--- config.mk ---
export PLATFORM = sky130hd
export DESIGN_NAME = sy_ppl_fpu_wb
export DESIGN_NICKNAME = d
export VERILOG_FILES = /design/src/rtl/sy_ppl_fpu_wb.sv
export SDC_FILE = /design/constraint.sdc
export NUM_CORES = 1
export LEC_CHECK = 0
export CAP_MARGIN = 5
export CORE_UTILIZATION = 25
export CTS_CLUSTER_SIZE = 20
export DETAILED_ROUTE_END_ITERATION = 10
export HOLD_SLACK_MARGIN = 0.12
export MAX_ROUTING_LAYER = met4
export PLACE_DENSITY = 0.48
export REMOVE_ABC_BUFFERS = 1
export SYNTH_ARGS = -nofsm -noshare
export SYNTH_HDL_FRONTEND = slang
export SYNTH_SLANG_ARGS = --single-unit
--- constraint.sdc ---
create_clock -name clk_i -period 3.46 [get_ports clk_i]
set_input_delay 0.692 -clock clk_i [delete_from_list [all_inputs] [get_ports clk_i]]
set_output_delay 0.692 -clock clk_i [all_outputs]
set_load 0.02 [all_outputs]
--- src/rtl/sy_ppl_fpu_wb.sv ---
// FPU writeback: in-order destination tags and results are paired at the FIFO head and retired
// to the FP or integer register file, with each result's exception flags OR-ed into fflags.
module sy_ppl_fpu_wb #(
    parameter int DEPTH = 4,
    parameter int FLEN  = 64,
    parameter int DWTH  = 64
) (
    input  logic            clk_i,
    input  logic            rst_i,
    input  logic            flush_i,
    input  logic            dec_fwb__issue_i,
    input  logic [4:0]      dec_fwb__rd_idx_i,
    input  logic            dec_fwb__rd_is_int_i,
    input  logic            dec_fwb__nan_box_i,
    output logic            fwb_dec__full_o,
    output logic            fwb_dec__busy_o,
    input  logic            fpu_fwb__valid_i,
    input  logic [FLEN-1:0] fpu_fwb__result_i,
    input  logic [4:0]      fpu_fwb__status_i,
    output logic            fwb_frf__we_o,
    output logic [4:0]      fwb_frf__waddr_o,
    output logic [FLEN-1:0] fwb_frf__wdata_o,
    output logic            fwb_xrf__we_o,
    output logic [4:0]      fwb_xrf__waddr_o,
    output logic [DWTH-1:0] fwb_xrf__wdata_o,
    input  logic            xrf_fwb__ready_i,
    output logic            fwb_csr__fflags_we_o,
    output logic [4:0]      fwb_csr__fflags_o,
    output logic            fwb__err_o
);

    localparam int PTR_W = $clog2(DEPTH);
    localparam int CNT_W = $clog2(DEPTH + 1);

    logic [4:0]      tag_idx_mem  [DEPTH];
    logic            tag_int_mem  [DEPTH];
    logic            tag_nb_mem   [DEPTH];
    logic [FLEN-1:0] res_data_mem [DEPTH];
    logic [4:0]      res_stat_mem [DEPTH];

    logic [PTR_W-1:0] tag_wr_ptr_reg;
    logic [PTR_W-1:0] res_wr_ptr_reg;
    logic [PTR_W-1:0] rd_ptr_reg;
    logic [CNT_W-1:0] cnt_issued_reg;
    logic [CNT_W-1:0] cnt_res_reg;
    logic             err_reg;

    logic            head_valid;
    logic            head_int;
    logic            head_nb;
    logic [4:0]      head_idx;
    logic [FLEN-1:0] head_data;
    logic [4:0]      head_stat;
    logic            retire;
    logic            full;
    logic            issue_ok;
    logic            issue_err;
    logic            res_orphan;
    logic            res_ok;
    logic            res_err;

    // A head entry is only meaningful once its result has arrived; tags alone never retire.
    assign head_valid = (cnt_res_reg != '0);
    assign head_int   = tag_int_mem[rd_ptr_reg];
    assign head_nb    = tag_nb_mem[rd_ptr_reg];
    assign head_idx   = tag_idx_mem[rd_ptr_reg];
    assign head_data  = res_data_mem[rd_ptr_reg];
    assign head_stat  = res_stat_mem[rd_ptr_reg];

    assign retire     = head_valid && !flush_i && (!head_int || xrf_fwb__ready_i);
    assign full       = (cnt_issued_reg == CNT_W'(DEPTH));
    assign issue_ok   = dec_fwb__issue_i && !flush_i && (!full || retire);
    assign issue_err  = dec_fwb__issue_i && !flush_i && full && !retire;
    assign res_orphan = (cnt_res_reg == cnt_issued_reg);
    assign res_ok     = fpu_fwb__valid_i && !flush_i && !res_orphan;
    assign res_err    = fpu_fwb__valid_i && !flush_i && res_orphan;

    always_ff @(posedge clk_i) begin
        if (issue_ok) begin
            tag_idx_mem[tag_wr_ptr_reg] <= dec_fwb__rd_idx_i;
            tag_int_mem[tag_wr_ptr_reg] <= dec_fwb__rd_is_int_i;
            tag_nb_mem[tag_wr_ptr_reg]  <= dec_fwb__nan_box_i;
        end
        if (res_ok) begin
            res_data_mem[res_wr_ptr_reg] <= fpu_fwb__result_i;
            res_stat_mem[res_wr_ptr_reg] <= fpu_fwb__status_i;
        end
    end

    always_ff @(posedge clk_i or posedge rst_i) begin
        if (rst_i) begin
            tag_wr_ptr_reg <= '0;
            res_wr_ptr_reg <= '0;
            rd_ptr_reg     <= '0;
            cnt_issued_reg <= '0;
            cnt_res_reg    <= '0;
            err_reg        <= 1'b0;
        end else begin
            err_reg <= err_reg | issue_err | res_err;
            if (flush_i) begin
                tag_wr_ptr_reg <= '0;
                res_wr_ptr_reg <= '0;
                rd_ptr_reg     <= '0;
                cnt_issued_reg <= '0;
                cnt_res_reg    <= '0;
            end else begin
                if (issue_ok) tag_wr_ptr_reg <= tag_wr_ptr_reg + PTR_W'(1);
                if (res_ok)   res_wr_ptr_reg <= res_wr_ptr_reg + PTR_W'(1);
                if (retire)   rd_ptr_reg     <= rd_ptr_reg + PTR_W'(1);
                cnt_issued_reg <= cnt_issued_reg + CNT_W'(issue_ok) - CNT_W'(retire);
                cnt_res_reg    <= cnt_res_reg + CNT_W'(res_ok) - CNT_W'(retire);
            end
        end
    end

    // Write ports depend only on registered head state; the integer request holds until granted.
    assign fwb_frf__we_o    = head_valid && !head_int;
    assign fwb_frf__waddr_o = fwb_frf__we_o ? head_idx : 5'd0;
    assign fwb_frf__wdata_o = !fwb_frf__we_o ? '0 :
                              head_nb ? {{(FLEN-32){1'b1}}, head_data[31:0]} : head_data;

    assign fwb_xrf__we_o    = head_valid && head_int;
    assign fwb_xrf__waddr_o = fwb_xrf__we_o ? head_idx : 5'd0;
    assign fwb_xrf__wdata_o = fwb_xrf__we_o ? head_data[DWTH-1:0] : '0;

    assign fwb_csr__fflags_we_o = retire;
    assign fwb_csr__fflags_o    = retire ? head_stat : 5'd0;

    assign fwb_dec__full_o = full;
    assign fwb_dec__busy_o = (cnt_issued_reg != '0);
    assign fwb__err_o      = err_reg;

endmodule

==> results of run 1 <==
==> per-layer routing <==
metal / global-route usage, % / share of wire, % / vias up
met1: 16.4 / 45 / 3624
met5: - / 0 / -
li1: - / - / 3205
met4: 3.66 / 2.3 / 0
met2: 20.7 / 48 / 169
met3: 2.98 / 4.7 / 52
==> path summary, 6_finish.rpt <==
path	to	slack, ps	depth (start not counted)
min in group asynchronous	rd_ptr_reg[0]$_DFFE_PP0P_	530	2
worst max-delay path	fwb_xrf__wdata_o[30]	30	5
worst min-delay path	fwb__err_o$_DFF_PP0_	500	1
max in group asynchronous	rd_ptr_reg[1]$_DFFE_PP0P_	2480	2
worst max register to register	cnt_res_reg[2]$_DFF_PP0_	680	12
worst min register to register	fwb__err_o$_DFF_PP0_	500	1
==> worst register-to-register path, cell delays in order, from the launching register on <==
cell and delay [ps]:
dfrtp_4 550, mux2i_2 280, buf_4 190, o2bb2ai_2 80, or3_4 390, inv_1 110
ha_1 230, inv_1 50, ha_1 130, inv_1 50, fa_1 400, xnor2_1 160
nor2_1 50
==> cell families after synthesis <==
| group | after synthesis | share of synthesized area (%) |
|---|---|---|
| AO/OA/AOI/OAI | 43 | 2.50 |
| buffers and inverters | 58 | 1.91 |
| AND/OR/NAND/NOR | 153 | 7.14 |
| adder cells (fa/ha/maj) | 13 | 1.37 |
| multiplexers | 82 | 13.6 |
| flip-flops | 317 | 72.9 |
| XOR/XNOR | 8 | 0.540 |
==> layout by cell type, fill, tap and decap left out, types with 5 or more instances in the layout <==
cell / count
o21a_1: 32
dlygate4sd2_1: 32
ha_1: 11
edfxtp_1: 304
clkbuf_16: 38
buf_12: 9
dfrtp_1: 11
buf_4: 16
nor2_1: 11
xor2_1: 5
inv_1: 12
nor2b_1: 10
clkdlybuf4s50_1: 166
clkinv_1: 8
clkbuf_1: 9
and2_1: 37
and3_1: 69
mux4_2: 75
dlymetal6s2s_1: 31
==> layout make-up <==
| cell class | count | area share (%) |
|---|---|---|
| Antenna cell | 3 | 0.0425 |
| Clock buffer | 46 | 5.43 |
| Clock inverter | 17 | 0.935 |
| Inverter | 12 | 0.255 |
| Multi-Input combinational cell | 299 | 18.7 |
| Sequential cell | 317 | 53.5 |
| Tap cell | 680 | 4.82 |
| Timing Repair Buffer | 265 | 16.3 |
==> power by group through the flow <==
stage                     Sequential (mW)  Clock [mW]  Combinational [mW]
final                                4.71        3.68                5.59
after global routing                 4.75        3.96                5.99
after CTS                            4.72        3.82                5.72
after detailed placement             4.81           0                5.56
after global placement               4.80           0                5.57
after floorplan                      4.96           0                2.86
==> timing repair <==
item	in CTS	in global routing
pin swaps	0	0
setup buffers	3	0
gates resized for setup	41	34
cloned	3	1
endpoints found under the setup margin	118	100
==> per-stage QoR <==
stage / utilization, % / TNS, ps
2_1_floorplan: - / -547400
3_3_place_gp: 31.7 / 0
3_5_place_dp: 31.7 / 0
4_1_cts: 34.2 / -1380
5_1_grt: 34.4 / -3130
6_report: 34.4 / 0
==> reports/qor.yml, run 1 <==
synth:
  synth.most_common_cell: "edfxtp_1"
  synth_cell_type_count: 36
  ys_warn_count: 0
  syn_area_per_cell_um2: 19.2
  synth_area_leaders: "edfxtp_1 70%, mux4_2 13%, and3_1 3.3%, dfrtp_1 2.5%, and2_1 2.0%"
  netlist_top_cells_count: "304 x edfxtp_1, 75 x mux4_2, 69 x and3_1, 41 x and2_1, 32 x o21a_1"
  synth_edf_count: 304
  synth-main-ff-cell: "edfxtp_1"
  synthArstFlopShare_pct: 4.10
  synth_top_area_cell: "edfxtp_1"
  netlist_area_um2: 13000
  postSynthCellCount: 674
  synth_seq_cells: 317
  ys_seq_area_share_pct: 72.9
  synth_top_area_share_pct: 70.4
place:
  dp_hpwl_mm: 19.1
  place_ws_ps: 119
  gp_congestion: 0.721
  numPortBuffers: 230
  placed_cells: 1566
  dpl-instance-area_um2: 16300
global_routing:
  grt_pass1_wl_mm: 48.8
  antenna_found_initial: 2
  gr-usage-all-layers_pct: 12.9
  grt_pass1_vias: 7566
  grt.overflow.total: 0
  grt_start_max_net_pins: 55
power_and_ir_drop:
  comb_power_share_pct: 40.0
  swShare_pct: 33.0
  power_switching_mw: 4.61
  p_total_mw: 14.0
  p_int_mw: 9.37
  ir_worst_vdd_v: 0.000425
  power.leakage_nw: 6.53
  power.density_nw_per_um2: 791
  power_frac_clock_pct: 26.3
  power_frac_seq_pct: 33.7
worst_hold_path:
  worstHoldPathType: "register to register"
  min_from: "fwb__err_o$_DFF_PP0_"
setup_path:
  critPathLaunchType: "register"
  crit_family: "buffers and inverters"
  crit_start: "rd_ptr_reg[1]$_DFFE_PP0P_"
  cp_cell_sequence: "mux2i_2 > mux2i_4 > bufbuf_16 > and3_1 > clkdlybuf4s50_1"
  critPathCaptureType: "primary output"
  cp.required_ps: 2770
  crit_type: "register to primary output"
  cp_max_fo: 35
  cp_data_arrival_time_ps: 2740
  cp_slowest_cell: "clkdlybuf4s50_1"
  critPathMaxStageDelay_ps: 600
  reg2reg_from: "rd_ptr_reg[1]$_DFFE_PP0P_"
  path_buf_inv: 2
cells_and_area:
  nNetsFinal: 1027
  multi_input_area_um2: 3300
  drive_above_1_share_pct: 18.2
  largest_register_ffs: 256
  final_cell_count_no_fill: 1639
  top_regs: "res_data_mem: 256 flops, res_stat_mem: 20 flops, tag_idx_mem: 20 flops"
  syn_to_final_growth_pct: 36.3
  regMostFlops: "res_data_mem"
  fill_cells: 4940
  area.sequential_um2: 9460
  finish.instance_area_um2: 17700
sta:
  holdWs_ps: 498
  slew_violations: 0
  fin_crit_sh_pct: 99.2
  skew_ps: 16.4
  worst_pin_slew_ps: 606
  slew_headroom_pct: 59.5
  setup_violations: 0
  max_freq_mhz: 291
  fin_ws_ps: 26.1
  period_minus_slack_ps: 3430
  finalHoldViolCount: 0
  grt_setup_unrepaired: "true"
cts:
  cts_tree: "built"
  numCtsBuffers: 37
  clkTransAtPathRegs_ps: 60
  clock_latency_ps: 540
  clock-sinks: 317
  cts-root-buf: "clkbuf_16"
  holdBufCountCts: 0
  cts_htree_levels: 2
  clockBufferDepth: 3
route:
  vias_per_cell: 4.30
  wl_per_cell_um: 20.3
  num_vias: 7050
  ant_nets: 0
  wirelength_mm: 33.2
  post-route-drc-count: 0
  dr.first_iter.drc_count: 403
  drt-pass1-iter-count: 6
job:
  max_cap_violations: 0
floorplanning:
  core_area_um2: 51300
  start_util_pct: 25.3
  io_pins: 231
  die_x_um: 230
  num_rows: 83
  die_h_um: 230
  dieArea_um2: 52800
run_status:
  status: "completed"
Note: power is estimated with default switching activity, not from simulation.
==> inputs of run 2 (changes only) <==
- GPL_ROUTABILITY_DRIVEN: default -> 0
==> results of run 2 <==
No change in the layout: final DEF, timing and power equal those of run 1.
==> inputs of run 3 (changes only) <==
- PLACE_DENSITY: 0.48 -> 0.49
- clock period: 3.46 -> 3.07 ns (I/O delays scaled with it)
==> run 3 against run 2 <==
Worst hold slack worse by 52 ps; count of clock-buffer cells in the layout is 1 higher; flip-flop and latch count unchanged; non-clock buffer count is 32 higher; register-to-register slack got worse by 390 ps; global-route usage down 0.51 points; design area down 1.2%; cell count up 2.0%; utilization decreased by 0.42 points; combinational power grew 13%; first-iteration DRC count fell by 24%; total power up 12%; largest power group unchanged; highest routed layer unchanged.
==> reports/qor.yml, run 3 (synthesis gave the netlist of run 1 again) <==
floorplanning:
  num_rows: 83  # unchanged
  dieArea_um2: 52800  # unchanged
  start_util_pct: 25.3  # unchanged
  core_area_um2: 51300  # unchanged
  die_h_um: 230  # unchanged
  die_x_um: 230  # unchanged
  io_pins: 231  # unchanged
setup_path:
  ff2ff_path_depth: 14  # was 12
  critPathLaunchType: "register"  # unchanged
  crit_type: "register to primary output"  # unchanged
  cp_max_fo: 29  # was 35
  r2r_end: "cnt_res_reg[2]$_DFF_PP0_"  # unchanged
  r2r_slack_ps: 290  # was 680 ps
  critPathCaptureType: "primary output"  # unchanged
  cp.required_ps: 2460  # was 2770 ps
  reg2reg_from: "rd_ptr_reg[0]$_DFFE_PP0P_"  # was rd_ptr_reg[1]$_DFFE_PP0P_
  cp_data_arrival_time_ps: 2380  # was 2740 ps
sta:
  grt_setup_unrepaired: "true"  # unchanged
  worst_pin_slew_ps: 585  # was 606 ps
  period_minus_slack_ps: 2990
  slew_headroom_pct: 60.9  # was 59.5%
  fin_crit_sh_pct: 97.4
  finalHoldViolCount: 0  # unchanged
  setup_violations: 0  # unchanged
  fin_ws_ps: 80.4  # was 26.1 ps
  skew_ps: 20.7  # was 16.4 ps
  max_freq_mhz: 334
  slew_violations: 0  # unchanged
route:
  post-route-drc-count: 0  # unchanged
  dr.first_iter.drc_count: 307  # was 403
  num_vias: 7171  # was 7050
  wl_per_cell_um: 20.4  # was 20.3 um
  drt-pass1-iter-count: 4  # was 6
  wirelength_mm: 34.2  # was 33.2 mm
  vias_per_cell: 4.29  # was 4.30
  ant_nets: 0  # unchanged
cells_and_area:
  top_regs: "res_data_mem: 256 flops, res_stat_mem: 20 flops, tag_idx_mem: 20 flops"  # unchanged
  layout_common_cells: "304 x edfxtp_1, 84 x clkdlybuf4s50_1, 75 x mux4_2"  # was 304 x edfxtp_1, 166 x clkdlybuf4s50_1, 75 x mux4_2
  largest_register_ffs: 256  # unchanged
  drive_above_1_share_pct: 33.6  # was 18.2%
  regMostFlops: "res_data_mem"  # unchanged
  nNetsFinal: 1059  # was 1027
  final_common_cell: "edfxtp_1"  # unchanged
  syn_to_final_growth_pct: 34.6  # was 36.3%
worst_hold_path:
  worstHoldPathType: "input port to async pin"  # was register to register
run_status:
  status: "completed"  # unchanged
place:
  place_ws_ps: -75.8  # was 119 ps
  numPortBuffers: 230  # unchanged
  dp_hpwl_mm: 19.7  # was 19.1 mm
global_routing:
  grt.overflow.total: 0  # unchanged
  antenna_found_initial: 3  # was 2
  grt_pass1_wl_mm: 47.3  # was 48.8 mm
  grt_start_max_net_pins: 47  # was 55
  grt_pass1_vias: 7658  # was 7566
  gr-usage-all-layers_pct: 12.4  # was 12.9%
power_and_ir_drop:
  power.density_nw_per_um2: 899  # was 791 nW/um^2
  swShare_pct: 34.2  # was 33.0%
  ir_worst_vdd_v: 0.000425  # about the same
  power.leakage_nw: 6.37  # was 6.53 nW
  power_switching_mw: 5.36  # was 4.61 mW
  comb_power_share_pct: 40.3  # was 40.0%
  p_int_mw: 10.3  # was 9.37 mW
  p_total_mw: 15.7  # was 14.0 mW
  power_frac_seq_pct: 33.9  # was 33.7%
  power_frac_clock_pct: 25.9  # was 26.3%
cts:
  clkTransAtPathRegs_ps: 60  # about the same
  cts_htree_levels: 2  # unchanged
  holdBufCountCts: 0  # unchanged
  clock_latency_ps: 540  # about the same
  clock-sinks: 317  # unchanged
  numCtsBuffers: 37  # unchanged
  clockBufferDepth: 3  # unchanged
  cts_tree: "built"  # unchanged
  cts-root-buf: "clkbuf_16"  # unchanged
job:
  max_cap_violations: 0  # unchanged
[run 3: cell types whose count changed in the layout (fill, tap and decap cells not counted), moves of 7 or more]
cell             before  now
buf_12                9   23
buf_2                 1   50
buf_4                16   34
clkbuf_16            38   45
clkbuf_2              0   62
clkdlybuf4s50_1     166   84
dlygate4sd2_1        32   22
dlymetal6s2s_1       31    1
[run 3: timing repair]
action                                 4_1_cts  5_1_grt
gates cloned                                 0        8
setup buffers                               15        8
gates resized for setup                    316      161
endpoints found under the hold margin        0        0
setup endpoints to repair                  145      101
pin swaps                                    0        1
[run 3: routing by layer]
metal	vias to the layer above	global-route usage [%]	wire, um
met2	183	20.1	16700
met3	41	2.93	1910
li1	3266	-	-
met5	-	-	0
met4	0	3.91	612
met1	3681	15.4	14900
[run 3: per-stage QoR]
stage	cell area, um^2	setup TNS [ps]	utilization [%]	hold slack (ps)	cells
after CTS	17700	-402	34.5	420	1655
after floorplan	12800	-630270	-	491	628
final	17500	0	34.0	446	1672
after detailed placement	16500	-389	32.1	476	1576
after global placement	16500	-240	32.1	480	1576
after global routing	17500	-525	34.0	479	1672
[run 3: worst max-delay path by stage]
| stage | startpoint | slack [ps] | end |
|---|---|---|---|
| after global routing | rd_ptr_reg[1]$_DFFE_PP0P_ | -30 | fwb_frf__wdata_o[58] |
| after floorplan | rd_ptr_reg[0]$_DFFE_PP0P_ | -4520 | fwb_frf__waddr_o[4] |
| final | rd_ptr_reg[0]$_DFFE_PP0P_ | 80 | fwb_frf__wdata_o[32] |
| after global placement | xrf_fwb__ready_i | -40 | fwb_csr__fflags_o[3] |
| after detailed placement | xrf_fwb__ready_i | -80 | fwb_csr__fflags_o[4] |
| after CTS | rd_ptr_reg[1]$_DFFE_PP0P_ | -200 | fwb_xrf__waddr_o[2] |
[run 3: layout make-up]
class / count / area, um^2
Multi-Input combinational cell: 299 / 3320
Clock inverter: 17 / 106
Timing Repair Buffer: 297 / 2660
Inverter: 12 / 45.0
Sequential cell: 317 / 9460
Antenna cell: 3 / 7.51
Tap cell: 680 / 851
Fill cell: 5039 / 33800
Clock buffer: 47 / 1010
[run 3: worst max-delay path, stage by stage, from the launching register on]
cell             delay (ps)
dfrtp_4                 450
buf_6                   130
mux4_2                  590
buf_12                  200
o21a_1                  180
clkdlybuf4s15_2         250
[run 3: power groups by stage]
stage	registers, mW	logic [mW]	clock network, mW
detailed placement	5.42	6.45	0
global placement	5.40	6.42	0
finish	5.31	6.31	4.06
floorplan	5.59	3.23	0
CTS	5.32	6.23	4.23
global route	5.35	6.78	4.34
==> variant 1 (config.mk and constraints of run 3) <==
`FLEN`: 64 -> 128.
--- a/src/rtl/sy_ppl_fpu_wb.sv
+++ b/src/rtl/sy_ppl_fpu_wb.sv
@@ -2,7 +2,7 @@
 // to the FP or integer register file, with each result's exception flags OR-ed into fflags.
 module sy_ppl_fpu_wb #(
     parameter int DEPTH = 4,
-    parameter int FLEN  = 64,
+    parameter int FLEN  = 128,
     parameter int DWTH  = 64
 ) (
     input  logic            clk_i,
Interface: changed (resized fpu_fwb__result_i and fwb_frf__wdata_o); port bits go from 231 to 359. No check against the original RTL was run, so the function may have changed too.
==> variant 1 against run 3 <==
Synthesized area grew 74%; final area rose by 89%; core utilization is 3.0 points higher; die area is 74% higher; setup slack lost 0.27 ns; register-to-register slack got worse by 0.26 ns; the run now ends with negative setup slack left; total power increased by 95%; largest power group unchanged; sequential cell count rose by 256; maximum frequency decreased by 8.3%; hold slack worse by 0.041 ns; global-route usage is 2.1 points higher; cell count rose by 71%; largest cell class unchanged; routed wire length increased by 98%.
==> variant 1: results (changes against run 3) <==
grt:
  gr-usage-met3: 0.0380  # +0.00869
  antenna_found_initial: 10  # +7
  grt_pass1_wl_um: 92000  # +95%
  grt_pass1_vias: 13100  # +71%
  grt_util_all_layers: 0.145  # +0.0208
  grt_max_degree: 46  # -2.1%
place:
  dpl_worst_slack_ns: -0.111  # -0.0352 ns
  dp_cells: 2605  # +65%
  placed_cell_area_um2: 28400  # +73%
finish:
  fin_nets: 1794  # +69%
clock_tree:
  ctsResizeCount: 755  # +140%
  worstSkewPairLatency_ns: 0.58  # +0.04 ns
  cts_max_level: 3  # +1
  cts_buffers: 67  # +81%
sta:
  postLayoutSetupSlackWorst_ns: -0.192  # -0.272 ns
  finClkSkew_ns: 0.0229  # +0.00224 ns
  setup_viol: 189  # +189
  tns_ns: -17.79  # -17.79 ns
  slew_headroom: 0.509  # -0.101
synthesis:
  ys_seq_area_frac: 0.758  # +0.0285
  synthTopCellsByArea: "edfxtp_1 (74%), mux4_2 (14%), o21a_1 (3.2%)"
  synth_edf_count: 560  # +84%
  synth_xor_area_frac: 0.00426  # -0.00115
  netlist_instances: 1066  # +58%
  synthAdderAreaFrac: 0.00785  # -0.00585
  synth_commonest_cells: "edfxtp_1 (560), mux4_2 (140), o21a_1 (96)"
  synth-compound-area-share: 0.0354  # +0.0104
  ys_async_sr_fraction: 0.0227  # -0.0183
critical_path:
  critPathMaxStageDelay_ns: 0.57  # -0.02 ns
  path_delay_family: "buffers and inverters"
  ff2ff_setup_slack_ns: 0.03  # -0.26 ns
  critPathMaxFanout: 8  # -72%
status:
  status: "finished with violations"
  violations: "negative setup slack"
detailed_routing:
  drt-total-wl_um: 67500  # +98%
  wl_met1_um: 28300  # +89%
  firstDrtPassIters: 5  # +1
  vias_per_cell: 4.36  # +1.6%
power_and_ir_drop:
  p_sw_frac: 0.321  # -0.0209
  peakVddDrop_uv: 407  # -4.1%
  p_leak_nw: 11.5  # +80%
-- variant 1: cell types whose count changed in the layout (fill, tap and decap cells not counted), sizes merged, moves of 13 or more --
cell	before	now
buf	117	394
edfxtp	304	560
mux4	75	140
clkdlybuf4s50	84	148
o21a	32	96
and3	69	9
nor2b	10	53
dlygate4sd2	22	0
and2b	0	18
clkbuf	117	103
clkinv	14	27
-- variant 1: power groups by stage --
stage / sequential [mW] / clock [mW] / combinational [mW]
after floorplan: 10.1 / 0 / 4.73
after global placement: 9.67 / 0 / 9.72
after detailed placement: 9.70 / 0 / 9.76
after CTS: 9.55 / 7.91 / 12.0
after global routing: 9.59 / 8.20 / 14.2
final: 9.54 / 7.62 / 13.4
-- variant 1: layout make-up --
class / count / share of cell area
Clock buffer: 80 / 0.0524
Antenna cell: 10 / 0.000760
Sequential cell: 573 / 0.521
Inverter: 15 / 0.00186
Multi-Input combinational cell: 412 / 0.168
Clock inverter: 41 / 0.0119
Timing Repair Buffer: 566 / 0.201
Tap cell: 1165 / 0.0443
==> variant 2 (config.mk and constraints of run 3) <==
Without the edit above. Put a register stage on the outputs `fwb_csr__fflags_we_o` and `fwb_csr__fflags_o`. The values now appear one clock later. The other outputs are not delayed to match.
--- a/src/rtl/sy_ppl_fpu_wb.sv
+++ b/src/rtl/sy_ppl_fpu_wb.sv
@@ -123,8 +123,10 @@
     assign fwb_xrf__waddr_o = fwb_xrf__we_o ? head_idx : 5'd0;
     assign fwb_xrf__wdata_o = fwb_xrf__we_o ? head_data[DWTH-1:0] : '0;
 
-    assign fwb_csr__fflags_we_o = retire;
-    assign fwb_csr__fflags_o    = retire ? head_stat : 5'd0;
+    always_ff @(posedge clk_i) begin
+        fwb_csr__fflags_we_o <= retire;
+        fwb_csr__fflags_o    <= retire ? head_stat : 5'd0;
+    end
 
     assign fwb_dec__full_o = full;
     assign fwb_dec__busy_o = (cnt_issued_reg != '0);
Behaviour: not the same (Yosys sat finds a counterexample within 4 cycles, from zero or initial values and one cycle with rst_i high).
==> variant 2 against run 3 <==
Final area rose by 1.3%; sequential share of layout area barely moved; hold slack improved by 0.019 ns; routed wire length fell by 2.2%; total power is 0.68% higher; sequential cell count increased by 6; setup slack got worse by 0.033 ns; synthesized area rose by 0.91%; die area increased by 0.90%; core utilization rose by 0.30 points; maximum frequency decreased by 1.1%; clock skew down 0.011 ns; critical path type unchanged; highest routed layer unchanged.
==> variant 2: results (changes against run 3) <==
critical_path:
  reg2reg_from: "rd_ptr_reg[1]"
  crit_path_top_delay_cell: "dfrtp_4"
  worst_r2r_path_depth: 12  # -2
  critPathMaxStageDelay_ns: 0.52  # -0.07 ns
  path_delay_family: "buffers and inverters"
  r2r-end: "cnt_res_reg[2]"
  critPathMaxFanout: 21  # -28%
  cp.arrival_ns: 2.41  # +0.03 ns
  ff2ff_setup_slack_ns: 0.32  # +0.03 ns
synthesis:
  synth_cell_types: 37  # +2.8%
  ys_warn_count: 0  # unchanged
  synth.avg_cell_area_um2: 19.2  # about the same
  synthFlopType: "edfxtp_1"
  synthTopCellsByArea: "edfxtp_1 (70%), mux4_2 (13%), and3_1 (3.3%)"
  ys_seq_area_frac: 0.732  # +0.00263
  synth_commonest_cells: "edfxtp_1 (304), mux4_2 (75), and3_1 (69)"
  synth_edf_count: 304  # unchanged
  ys_async_sr_fraction: 0.0402  # -0.000762
grt:
  grt_pass1_wl_um: 48000  # +1.6%
  antenna_found_initial: 3  # unchanged
  grt_max_degree: 55  # +17%
  grt_util_all_layers: 0.125  # +0.000980
  grt_pass1_vias: 7616  # -0.55%
clock_tree:
  cts_buffer_depth: 3  # unchanged
  cts_max_level: 2  # unchanged
  clkTransAtPathRegs_ns: 0.06  # about the same
  cts_buffers: 38  # +2.7%
  worstSkewPairLatency_ns: 0.53
  clockRootBuffer: "clkbuf_16"
sta:
  finClkSkew_ns: 0.00925  # -0.0114 ns
  hold_ws_ns: 0.464  # +0.0186 ns
  setup_viol: 0  # unchanged
  slew_headroom: 0.612  # +0.00267
  tns_ns: 0  # unchanged
detailed_routing:
  drt_iter0_drc: 382  # +24%
  wl_per_cell_um: 20.1  # -1.9%
  vias_per_cell: 4.30  # +0.25%
  antenna_left: 0  # unchanged
  firstDrtPassIters: 4  # unchanged
power_and_ir_drop:
  pg_seq_mw: 5.41  # +2%
  p_switching_mw: 5.29  # -1.4%
  power.clock.fraction: 0.273  # +0.014
  totalPowerFinal_mw: 15.8  # +0.68%
  peakVddDrop_uv: 394  # -7.1%
  p_leak_nw: 6.37  # about the same
finish:
  fin_cells: 1668  # -0.24%
  top_regs: "res_data_mem x256, res_stat_mem x20, tag_idx_mem x20"
  fin_nets: 1051  # -0.76%
  drive_above_1_share: 0.267  # -0.0687
place:
  placed_cell_area_um2: 16500  # -0.12%
  numPortBuffers: 230  # unchanged
  dpl_worst_slack_ns: 0.135  # +0.211 ns
  dp_cells: 1580  # +0.25%
  dp_hpwl_um: 19800  # +0.37%
hold_path:
  hp-class: "primary input to async pin"
flow_run:
  drv_cap: 0  # unchanged
status:
  status: "completed"
variant 2: cell count changes after synthesis:
cell / before / now
buf_4: 2 / 1
buf_2: 12 / 13
dfxtp_1: 0 / 6
variant 2: repair_timing:
action	in CTS	in global routing
cloned	2	5
endpoints found under the setup margin	139	109
resized for setup	182	133
pin swaps	0	1
buffers inserted	4	5
variant 2: metal layers:
layer / up-vias / share of wire / GRT usage
li1: 3268 / - / -
met1: 3675 / 0.45 / 0.160
met2: 186 / 0.47 / 0.195
met3: 43 / 0.064 / 0.0367
met4: 0 / 0.019 / 0.0323
met5: - / 0 / -
variant 2: cells by family (layout without fill, tap and decap cells):
kind of cell	after synthesis	count (layout)	synth area share
fa+ha+maj	13	13	0.0136
mux	82	82	0.135
compound gates	43	43	0.0248
flops	323	323	0.732
buf+inv	58	363	0.0187
xor+xnor	8	8	0.00536
simple gates	153	153	0.0708
other cells	0	3	0
variant 2: layout make-up:
class | count | area [um^2]
multi-input cells | 299 | 3300
clock inverters | 25 | 208
well taps | 680 | 851
inverters | 12 | 45.0
diodes | 3 | 7.51
fillers | 5004 | 33800
repair buffers | 282 | 2690
clock buffers | 44 | 995
flip-flops and latches | 323 | 9580
variant 2: how the worst max path moves through the flow:
stage | start | endpoint | slack, ns | depth (start not counted)
floorplan | rd_ptr_reg[0] | fwb_frf__waddr_o[4] | -4.52 | 3
global placement | rd_ptr_reg[1] | fwb_xrf__wdata_o[32] | 0.14 | 5
detailed placement | rd_ptr_reg[1] | fwb_xrf__wdata_o[32] | 0.14 | 5
CTS | rd_ptr_reg[0] | fwb_xrf__wdata_o[32] | -0.04 | 5
global route | rd_ptr_reg[1] | fwb_frf__wdata_o[4] | -0.05 | 7
finish | rd_ptr_reg[1] | fwb_frf__wdata_o[25] | 0.05 | 7
